`config.mk`:
```
export PLATFORM = sky130hd
export DESIGN_NAME = seg7_scan_drv_flat
export DESIGN_NICKNAME = d
export VERILOG_FILES = /design/src/rtl/seg7_scan_drv_if.sv /design/src/rtl/seg7_scan_drv.sv /design/src/flat_wrapper.sv
export SDC_FILE = /design/constraint.sdc
export NUM_CORES = 1
export LEC_CHECK = 0
export ABC_AREA = 1
export CAP_MARGIN = 10
export CORE_MARGIN = 1.5
export CORE_UTILIZATION = 60
export CTS_CLUSTER_DIAMETER = 60
export CTS_CLUSTER_SIZE = 14
export DETAILED_ROUTE_END_ITERATION = 12
export PLACE_DENSITY_LB_ADDON = 0.1
export SYNTH_ARGS = -nofsm -noshare
export SYNTH_HDL_FRONTEND = slang
export SYNTH_SLANG_ARGS = --single-unit
```
`constraint.sdc`:
```
create_clock -name clk_in -period 4.65 [get_ports clk_in]
set_input_delay 0.6975 -clock clk_in [delete_from_list [all_inputs] [get_ports clk_in]]
set_output_delay 0.6975 -clock clk_in [all_outputs]
set_load 0.1 [all_outputs]
```
`src/rtl/seg7_scan_drv_if.sv`:
```
// Load channel for the seven-segment scan driver: a display word plus
// decimal points, moved with a valid/ready handshake.
interface seg7_scan_drv_if #(
  parameter int NUM_DIG = 8
);
  logic [4*NUM_DIG-1:0] data_in;
  logic [NUM_DIG-1:0]   dp_in;
  logic                 load_valid;
  logic                 load_ready;

  modport master (output data_in, output dp_in, output load_valid, input load_ready);
  modport slave  (input data_in, input dp_in, input load_valid, output load_ready);
endinterface

```
`src/rtl/seg7_scan_drv.sv`:
```
// Multiplexed seven-segment driver. One digit is stepped per rising edge of
// the 1 kHz strobe. All anodes stay dark for BLANK_CYC cycles between digits
// so that the previous segment pattern never ghosts onto the next anode.
// New words are staged in a pending register and swapped in only when the
// scan wraps, so a frame never shows a mix of old and new digits.
module seg7_scan_drv #(
  parameter int NUM_DIG   = 8,
  parameter int BLANK_CYC = 50
) (
  input  logic               clk_in,
  input  logic               rst_n,
  input  logic               clk_1k,
  input  logic               blank_lz,
  seg7_scan_drv_if.slave     ld,
  output logic [NUM_DIG-1:0] an_n,
  output logic [6:0]         seg_n,
  output logic               dp_n,
  output logic               frame_done
);

  localparam int IW = (NUM_DIG > 1) ? $clog2(NUM_DIG) : 1;
  localparam int CW = (BLANK_CYC > 1) ? $clog2(BLANK_CYC) : 1;
  localparam int DW = 4 * NUM_DIG;
  localparam logic [IW-1:0]      IDX_LAST = IW'(NUM_DIG - 1);
  localparam logic [CW-1:0]      CNT_LAST = CW'(BLANK_CYC - 1);
  localparam logic [NUM_DIG-1:0] AN_ONE   = NUM_DIG'(1);

  typedef enum logic [0:0] {
    ST_BLANK = 1'b0,
    ST_DRIVE = 1'b1
  } state_e;

  state_e             state_q, state_d;
  logic [CW-1:0]      cnt_q, cnt_d;
  logic [IW-1:0]      idx_q, idx_d;
  logic [DW-1:0]      act_data_q, act_data_d;
  logic [DW-1:0]      pend_data_q, pend_data_d;
  logic [NUM_DIG-1:0] act_dp_q, act_dp_d;
  logic [NUM_DIG-1:0] pend_dp_q, pend_dp_d;
  logic               pend_q, pend_d;
  logic               clk_1k_dly_q, clk_1k_dly_d;
  logic [NUM_DIG-1:0] an_n_q, an_n_d;
  logic [6:0]         seg_n_q, seg_n_d;
  logic               dp_n_q, dp_n_d;
  logic               frame_done_q, frame_done_d;

  logic               tick_s;
  logic               blank_end_s;
  logic               step_s;
  logic               boundary_s;
  logic               accept_s;
  logic [DW-1:0]      shifted_s;
  logic [3:0]         cur_nib_s;
  logic               cur_dp_s;
  logic               lz_s;

  // Active-low hex font, bit order {g,f,e,d,c,b,a}.
  function automatic logic [6:0] hex_decode(input logic [3:0] nib);
    logic [6:0] seg;
    case (nib)
      4'h0: seg = 7'h40;
      4'h1: seg = 7'h79;
      4'h2: seg = 7'h24;
      4'h3: seg = 7'h30;
      4'h4: seg = 7'h19;
      4'h5: seg = 7'h12;
      4'h6: seg = 7'h02;
      4'h7: seg = 7'h78;
      4'h8: seg = 7'h00;
      4'h9: seg = 7'h10;
      4'hA: seg = 7'h08;
      4'hB: seg = 7'h03;
      4'hC: seg = 7'h46;
      4'hD: seg = 7'h21;
      4'hE: seg = 7'h06;
      4'hF: seg = 7'h0E;
      default: seg = 7'h7F;
    endcase
    return seg;
  endfunction

  // clk_1k is already synchronous to clk_in, so one delay flop is enough to find its rising edge.
  assign clk_1k_dly_d = clk_1k;
  assign tick_s       = clk_1k & ~clk_1k_dly_q;
  assign blank_end_s  = (state_q == ST_BLANK) && (cnt_q == CNT_LAST);
  assign step_s       = (state_q == ST_DRIVE) && tick_s;
  assign boundary_s   = step_s && (idx_q == IDX_LAST);
  assign accept_s     = ld.load_valid & ~pend_q;
  assign ld.load_ready = ~pend_q;

  // Bringing the current digit to bit 0 also tells us whether every more-significant nibble is zero.
  assign shifted_s = act_data_q >> {idx_q, 2'b00};
  assign cur_nib_s = shifted_s[3:0];
  assign cur_dp_s  = act_dp_q[idx_q];
  assign lz_s      = blank_lz & (idx_q != '0) & (shifted_s == '0);

  assign an_n       = an_n_q;
  assign seg_n      = seg_n_q;
  assign dp_n       = dp_n_q;
  assign frame_done = frame_done_q;

  // Scan state register.
  always_ff @(posedge clk_in or negedge rst_n) begin
    if (!rst_n) begin
      state_q <= ST_BLANK;
    end else begin
      state_q <= state_d;
    end
  end

  // Next state: leave BLANK once the gap has elapsed, leave DRIVE on a strobe edge.
  always_comb begin
    state_d = state_q;
    case (state_q)
      ST_BLANK: begin
        if (cnt_q == CNT_LAST) state_d = ST_DRIVE;
        else                   state_d = ST_BLANK;
      end
      ST_DRIVE: begin
        if (tick_s) state_d = ST_BLANK;
        else        state_d = ST_DRIVE;
      end
      default: state_d = ST_BLANK;
    endcase
  end

  // Scan outputs, gap counter and digit index; a strobe edge during BLANK is deliberately dropped.
  always_comb begin
    cnt_d        = cnt_q;
    idx_d        = idx_q;
    an_n_d       = an_n_q;
    seg_n_d      = seg_n_q;
    dp_n_d       = dp_n_q;
    frame_done_d = 1'b0;
    if (blank_end_s) begin
      an_n_d  = ~(AN_ONE << idx_q);
      seg_n_d = lz_s ? 7'h7F : hex_decode(cur_nib_s);
      dp_n_d  = ~cur_dp_s;
      cnt_d   = '0;
    end else if (state_q == ST_BLANK) begin
      cnt_d = cnt_q + CW'(1);
    end else if (step_s) begin
      idx_d        = (idx_q == IDX_LAST) ? '0 : idx_q + IW'(1);
      an_n_d       = '1;
      seg_n_d      = 7'h7F;
      dp_n_d       = 1'b1;
      cnt_d        = '0;
      frame_done_d = boundary_s;
    end else begin
      cnt_d = cnt_q;
    end
  end

  // Staging: accept into pending while it is free, promote to active only at the frame wrap.
  always_comb begin
    act_data_d  = act_data_q;
    act_dp_d    = act_dp_q;
    pend_data_d = pend_data_q;
    pend_dp_d   = pend_dp_q;
    pend_d      = pend_q;
    if (boundary_s && pend_q) begin
      act_data_d = pend_data_q;
      act_dp_d   = pend_dp_q;
      pend_d     = 1'b0;
    end else if (accept_s) begin
      pend_data_d = ld.data_in;
      pend_dp_d   = ld.dp_in;
      pend_d      = 1'b1;
    end else begin
      pend_d = pend_q;
    end
  end

  // Datapath and output registers; reset blanks the display and discards any staged word.
  always_ff @(posedge clk_in or negedge rst_n) begin
    if (!rst_n) begin
      cnt_q        <= '0;
      idx_q        <= '0;
      act_data_q   <= '0;
      act_dp_q     <= '0;
      pend_data_q  <= '0;
      pend_dp_q    <= '0;
      pend_q       <= 1'b0;
      clk_1k_dly_q <= 1'b0;
      an_n_q       <= '1;
      seg_n_q      <= 7'h7F;
      dp_n_q       <= 1'b1;
      frame_done_q <= 1'b0;
    end else begin
      cnt_q        <= cnt_d;
      idx_q        <= idx_d;
      act_data_q   <= act_data_d;
      act_dp_q     <= act_dp_d;
      pend_data_q  <= pend_data_d;
      pend_dp_q    <= pend_dp_d;
      pend_q       <= pend_d;
      clk_1k_dly_q <= clk_1k_dly_d;
      an_n_q       <= an_n_d;
      seg_n_q      <= seg_n_d;
      dp_n_q       <= dp_n_d;
      frame_done_q <= frame_done_d;
    end
  end

endmodule
```
`src/flat_wrapper.sv`:
```
// flat-port wrapper written by rule: the top's interface ports become plain ports
module seg7_scan_drv_flat 
#(
  parameter int NUM_DIG   = 8,
  parameter int BLANK_CYC = 50
)
  (clk_in, rst_n, clk_1k, blank_lz, an_n, seg_n, dp_n, frame_done, ld_data_in, ld_dp_in, ld_load_valid, ld_load_ready);
  seg7_scan_drv_if #(.NUM_DIG(NUM_DIG)) ld_i ();
  input  logic clk_in;
  input  logic rst_n;
  input  logic clk_1k;
  input  logic blank_lz;
  output logic [NUM_DIG-1:0] an_n;
  output logic [6:0] seg_n;
  output logic dp_n;
  output logic frame_done;
  input wire logic [$bits(ld_i.data_in)-1:0] ld_data_in;
  input wire logic [$bits(ld_i.dp_in)-1:0] ld_dp_in;
  input wire logic [$bits(ld_i.load_valid)-1:0] ld_load_valid;
  output wire logic [$bits(ld_i.load_ready)-1:0] ld_load_ready;
  assign ld_i.data_in = ld_data_in;
  assign ld_i.dp_in = ld_dp_in;
  assign ld_i.load_valid = ld_load_valid;
  assign ld_load_ready = ld_i.load_ready;
  seg7_scan_drv #(.NUM_DIG(NUM_DIG), .BLANK_CYC(BLANK_CYC)) u_core (.clk_in(clk_in), .rst_n(rst_n), .clk_1k(clk_1k), .blank_lz(blank_lz), .ld(ld_i), .an_n(an_n), .seg_n(seg_n), .dp_n(dp_n), .frame_done(frame_done));
endmodule
```
# --- After elaboration in Yosys (flattened, before gate mapping) ---
# Memory sizes are Yosys's and may differ from the RTL's.
# Cells that the tools add are included.
totals:
  regBits: 109
  n_memories: 1
  mem_bits_ro: 112
  wordCells: 69
classes:
  n_bitwise: 11
  shifts: 2
  n_lt_le_gt_ge: 1
  n_eq_ne: 3
  add_sub_neg: 2
  reduce_logical: 12
  n_mux: 24
mem_list:
  columns: ["name", "words", "word_bits", "rd", "rd_clocked_by_memory_dff", "write_ports", "line_no", "text"]
  rows:
  - ["(name not given)", 16, 7, 1, 0, 0, "seg7_scan_drv.sv:60", "case (nib)"]
op_table:
  columns: ["op", "count"]
  rows:
  - ["$logic_not 32->1", 1]
  - ["$shr 32x5->32", 1]
  - ["$mux 7", 4]
  - ["$mux 8", 3]
  - ["$mux 6", 3]
  - ["$mux 1", 11]
  - ["$not 8->8", 1]
  - ["$shl 1x3->8 const A", 1]
  - ["$add 6x1->6 const B", 1]
  - ["$eq 6x6->1 const B", 1]
  - ["$not 1->1", 6]
  - ["$reduce_bool 2->1", 3]
  - ["$and 1x1->1", 4]
  - ["$logic_and 1x1->1", 4]
  - ["$lt 3x4->1 const B", 1]
  - ["$reduce_and 2->1", 2]
  - ["$add 3x1->3 const B", 1]
  - ["$bmux 1 s3", 1]
  - ["$eq 3x3->1 const B", 1]
  - ["$mux 3", 1]
  - ["$ne 3x3->1 const B", 1]
  - ["$reduce_and 3->1", 1]
  - ["$reduce_bool 3->1", 1]
  - ["$pmux 1 s2", 1]

# --- Logic depth before layout (Yosys ltp) ---
logic_depth:
  depth_word: 7
  mapped_depth: 15

# --- Worst setup path before layout ---
# Ideal clock, no wire load.
synth_timing:
  kind: "register -> register"
  from: "reg u_core.idx_q[0]"
  to: "reg u_core.seg_n_q[0] (netlist: u_core.seg_n[0])"
  required_time_ns: 4.577
  slack_ns: 2.586
  t_arrival_ns: 1.991
  stages_incl_launch_ff: 16
  setup_ns: 0.073
  period_less_slack_ns: 2.064
  cell_sequence: "dfrtp_1 > inv_2 > buf_6 > buf_6 > nand2_1 > nand3_1 > nand3_1 > nand2_1 > inv_1 > ha_1 > nand2_1 > nor2_1 > nand3_4 > nor2_4 > nand3_4 > a21oi_1"
synth_between:
  elab_chain_cells: 5
  word_cells_on_any_way: 8
synth_lines:
  columns: ["item", "line_no", "text"]
  rows:
  - ["start, declared", "seg7_scan_drv.sv:35", "logic [IW-1:0] idx_q, idx_d;"]
  - ["start signal, assigned", "seg7_scan_drv.sv:191", "idx_q <= idx_d;"]
  - ["parallel branches: the longest is 3 deep, another holds $mem_v2 16x7", null, null]
  - ["$mux 7 (*)", "seg7_scan_drv.sv:137", "seg_n_d = lz_s ? 7'h7F : hex_decode(cur_nib_s);"]
  - ["$mux 7 (*)", "seg7_scan_drv.sv:135", "if (blank_end_s) begin"]
  - ["end signal, assigned", "seg7_scan_drv.sv:199", "seg_n_q <= seg_n_d;"]
  - ["end, declared", "seg7_scan_drv.sv:43", "logic [6:0] seg_n_q, seg_n_d;"]
# Mark *: on every way between the ends.
# A chain may end at the register's enable or synchronous reset.

# --- Final worst setup path ---
layout_timing:
  from: "reg u_core.idx_q[1]"
  to: "reg u_core.seg_n_q[4] (netlist: u_core.seg_n[4])"
# Same word-level chain as after synthesis.

==> results.md <==
- Status: finished clean
- Via density: between 5 and 6
- Most frequent cells after synthesis: nand2_1, dfrtp_1, nor2_1, inv_1, o21ai_0
- Most used flip-flop cell after synthesis: dfrtp_1
- Final #Nets: 759
- Reg2reg start: u_core.idx_q[1]
- Drt pass-1 iters: 5
- Number of max-cap violations: 0
- Final worst path period share: around three fifths
- Bufs on Longest Clock Path: 2
- Number of global-route vias before repair: 4265
- Routed WL: roughly 11 mm
- Hold crit path type: in2async
- RePlAce Congestion: roughly 0.9
- Post-synthesis cell count: between 600 and 700
- Layout cells sized above 1: between 10% and 20%
- CTS clock-pin slew for the worst setup and hold paths: between 0.1 and 0.15 ns
- Mean Syn Cell Area: between 8 and 9 um^2
- CTS root buffer: clkbuf_8
- Metal3 WL: 584 um
- Switch Pwr: around 2.0 mW
- Setup ws final: 1.88 ns
- Initial antenna violation count: 0
- Clk_lat worst skew: between 0.3 and 0.4 ns
- Pre-CTS setup slack: around 1.9 ns
- Post-DP HPWL: 8.12 mm
- Cell internal pwr: around 2.2 mW
- Setup Crit Path Kind: reg2reg
- Crit-path max FO: 24
- Synth async-reset ratio: 100%
- R2R depth: 12
- Synthesis Warnings: 0
- Slew @ Worst Pin: 0.983 ns
- Total GRT Usage: 25.4%
- Switch share: between 40% and 50%
- I/O Buffers: 62
- Clock skew: approximately 0.011 ns
- Worst R2R End: u_core.seg_n[4]
- Setup-failing EPs final: 0
- Detail Route Antenna Nets: 0
- Max VDD drop: around 0.00028 V
- # clock sinks: roughly 110
- Final hold viol count: 0
- Net Count, Synth: 710
- Core area: 8760 um^2
- Post-Place Cells: 797
- Leak: approximately 3.1 nW
- Antenna Cells: 0
- Worst Setup End Kind: flip-flop
- CTS tree: yes
- Critical path required time: between 4 and 5 ns
- Total power per unit cell area: between 600 and 700 nW/um^2
- Largest cells by area after synthesis: dfrtp_1, nand2_1, dfstp_2
- Pins Over Slew Limit: 0
- Area leader, netlist: dfrtp_1
- Critical path's slowest cell: dfrtp_1
- Layout area overhead: 14.9%
- TritonCTS Buffers: 9
- Fmax: approximately 0.36 GHz
- Most common cell in the netlist: nand2_1
- Max-slew headroom: about a third
- Final cell count without fillers: about 810
- Height of the die: 98.5 um
- Synth Register Bits: approximately 110
- Drc violations: 0
- Iteration-0 DRC Markers: 334
- Routed len/inst: between 10 and 15 um
- Top Layer Used: met4
- RSZ-0062 raised after global routing: no
- Register-to-register setup slack: 1.88 ns
- Finished Core Util: a little under three quarters
- Startpoint types: flip-flop
- Sequential power share: just under 40%
- Clock Power Share: 14.0%
- # resized after CTS: 0
- Ports: 63
- Comb power frac: 47.2%
- GRT overflow: 0
- Worst path max stage delay: about 0.65 ns
- Total setup buffers inserted after CTS: 0
- Yosys cell types: 34
- Total number of vias: between 4000 and 5000
- First-pass GRT wire length: between 15 and 20 mm
- Post-synth top area share: between 40% and 50%
- H-tree Lvls: 3
- Initial Util: 62.4%
- Cell Rows: 34
- CP Data Arrival Time: ~3.1 ns
- Cell area after synthesis: 5470 um^2
- Setup TNS: 0 ns
- Cts hold-fix bufs: 0
- Worst-path cell chain: inv_2 > nand3_1 > nand3_1 > nand2_1 > inv_1 > ha_1 > nand2_1 > nor2_1 > nand3_4 > nor2_4 > nand3_4 > a21oi_1
- Die area: around 9700 um^2
- WL met1: 5.26 mm
- Wire length on met2: around 5.5 mm
- Pin count of the biggest net entering global routing: 69
- Tmin final: around 2.8 ns
- CP delay by family, top: simple AND/OR/NAND/NOR gates
- Register area share after synthesis: around half
- CP bufs+invs: 2
- Post-synth EDFFs: 0
- Die width: a little under 100 um
==> state kept, by name, summed over array words and instances, names as in the netlist, 3 cells and up <==
name / flops
u_core.seg_n: 7
u_core.cnt_q: 6
u_core.an_n: 8
u_core.act_dp_q: 8
u_core.pend_data_q: 32
u_core.act_data_q: 32
u_core.idx_q: 3
u_core.pend_dp_q: 8
==> stage by stage <==
stage | total power [mW] | hold slack (ns) | area (um^2)
after floorplan | 3.20 | 0.402 | 5470
after global placement | 3.57 | 0.449 | 6070
after detailed placement | 3.64 | 0.450 | 6070
after CTS | 4.24 | 0.428 | 6280
after global routing | 4.58 | 0.461 | 6280
final | 4.24 | 0.390 | 6280
==> metal layers <==
layer	vias up	GRT usage, %
met1	2115	35.3
met3	12	5.39
li1	2186	-
met5	-	0
met2	130	41.0
met4	0	6.72
==> kinds of logic after synthesis <==
family / Yosys count / synth area share (%)
compound gates: 97 / 9.38
buf+inv: 89 / 7.50
xor+xnor: 2 / 0.320
simple gates: 319 / 25.0
flops: 109 / 50.2
fa+ha+maj: 14 / 3.20
mux: 21 / 4.32
==> final cells by class <==
class                      count  area [um^2]
sequential                   109         2750
multi-input combinational    453         2310
clock inverter                 7         85.1
fill                         737         2480
tap                          108          135
clock buffer                   9          124
timing repair buffer          66          648
inverter                      61          229
==> cells in the final DEF (no fill, tap or decap), types with 3 or more instances in the layout <==
master,Yosys,routed
nand2_1,179,178
dfrtp_1,93,93
nor2_1,67,67
clkdlybuf4s50_1,0,61
inv_1,58,58
o21ai_0,50,50
nand3_1,48,48
a21oi_1,33,33
mux2_2,21,21
dfstp_2,16,16
ha_1,14,14
nand2_2,10,11
clkbuf_8,0,9
a31oi_1,6,6
buf_4,3,5
nand3_2,4,4
inv_2,3,3
nor2_2,3,3
==> power groups by stage <==
stage | sequential (mW) | combinational [mW] | clock [mW]
final | 1.65 | 2.00 | 0.592
after global routing | 1.70 | 2.25 | 0.638
after CTS | 1.64 | 2.00 | 0.607
after detailed placement | 1.66 | 1.98 | 0
after global placement | 1.65 | 1.92 | 0
after floorplan | 1.87 | 1.34 | 0
==> worst register-to-register path, cell delays in order (launching register included) <==
cell	delay (ns)
dfrtp_1	0.65
inv_2	0.46
nand3_1	0.16
nand3_1	0.12
nand2_1	0.17
inv_1	0.16
ha_1	0.22
nand2_1	0.08
nor2_1	0.19
nand3_4	0.10
nor2_4	0.13
nand3_4	0.12
a21oi_1	0.16
==> worst max-delay path by stage <==
| stage | slack (ns) | end | start | cells past startpoint |
|---|---|---|---|---|
| after floorplan | 2.59 | u_core.seg_n[0] | u_core.idx_q[0] | 15 |
| after global placement | 2.06 | u_core.seg_n[3] | u_core.idx_q[1] | 12 |
| after detailed placement | 1.92 | u_core.seg_n[4] | u_core.idx_q[1] | 12 |
| after CTS | 1.87 | an_n[7] | u_core.an_n[7] | 1 |
| after global routing | 1.64 | u_core.seg_n[4] | u_core.idx_q[1] | 12 |
| final | 1.88 | u_core.seg_n[4] | u_core.idx_q[1] | 12 |
(Power assumes the default switching activity.)
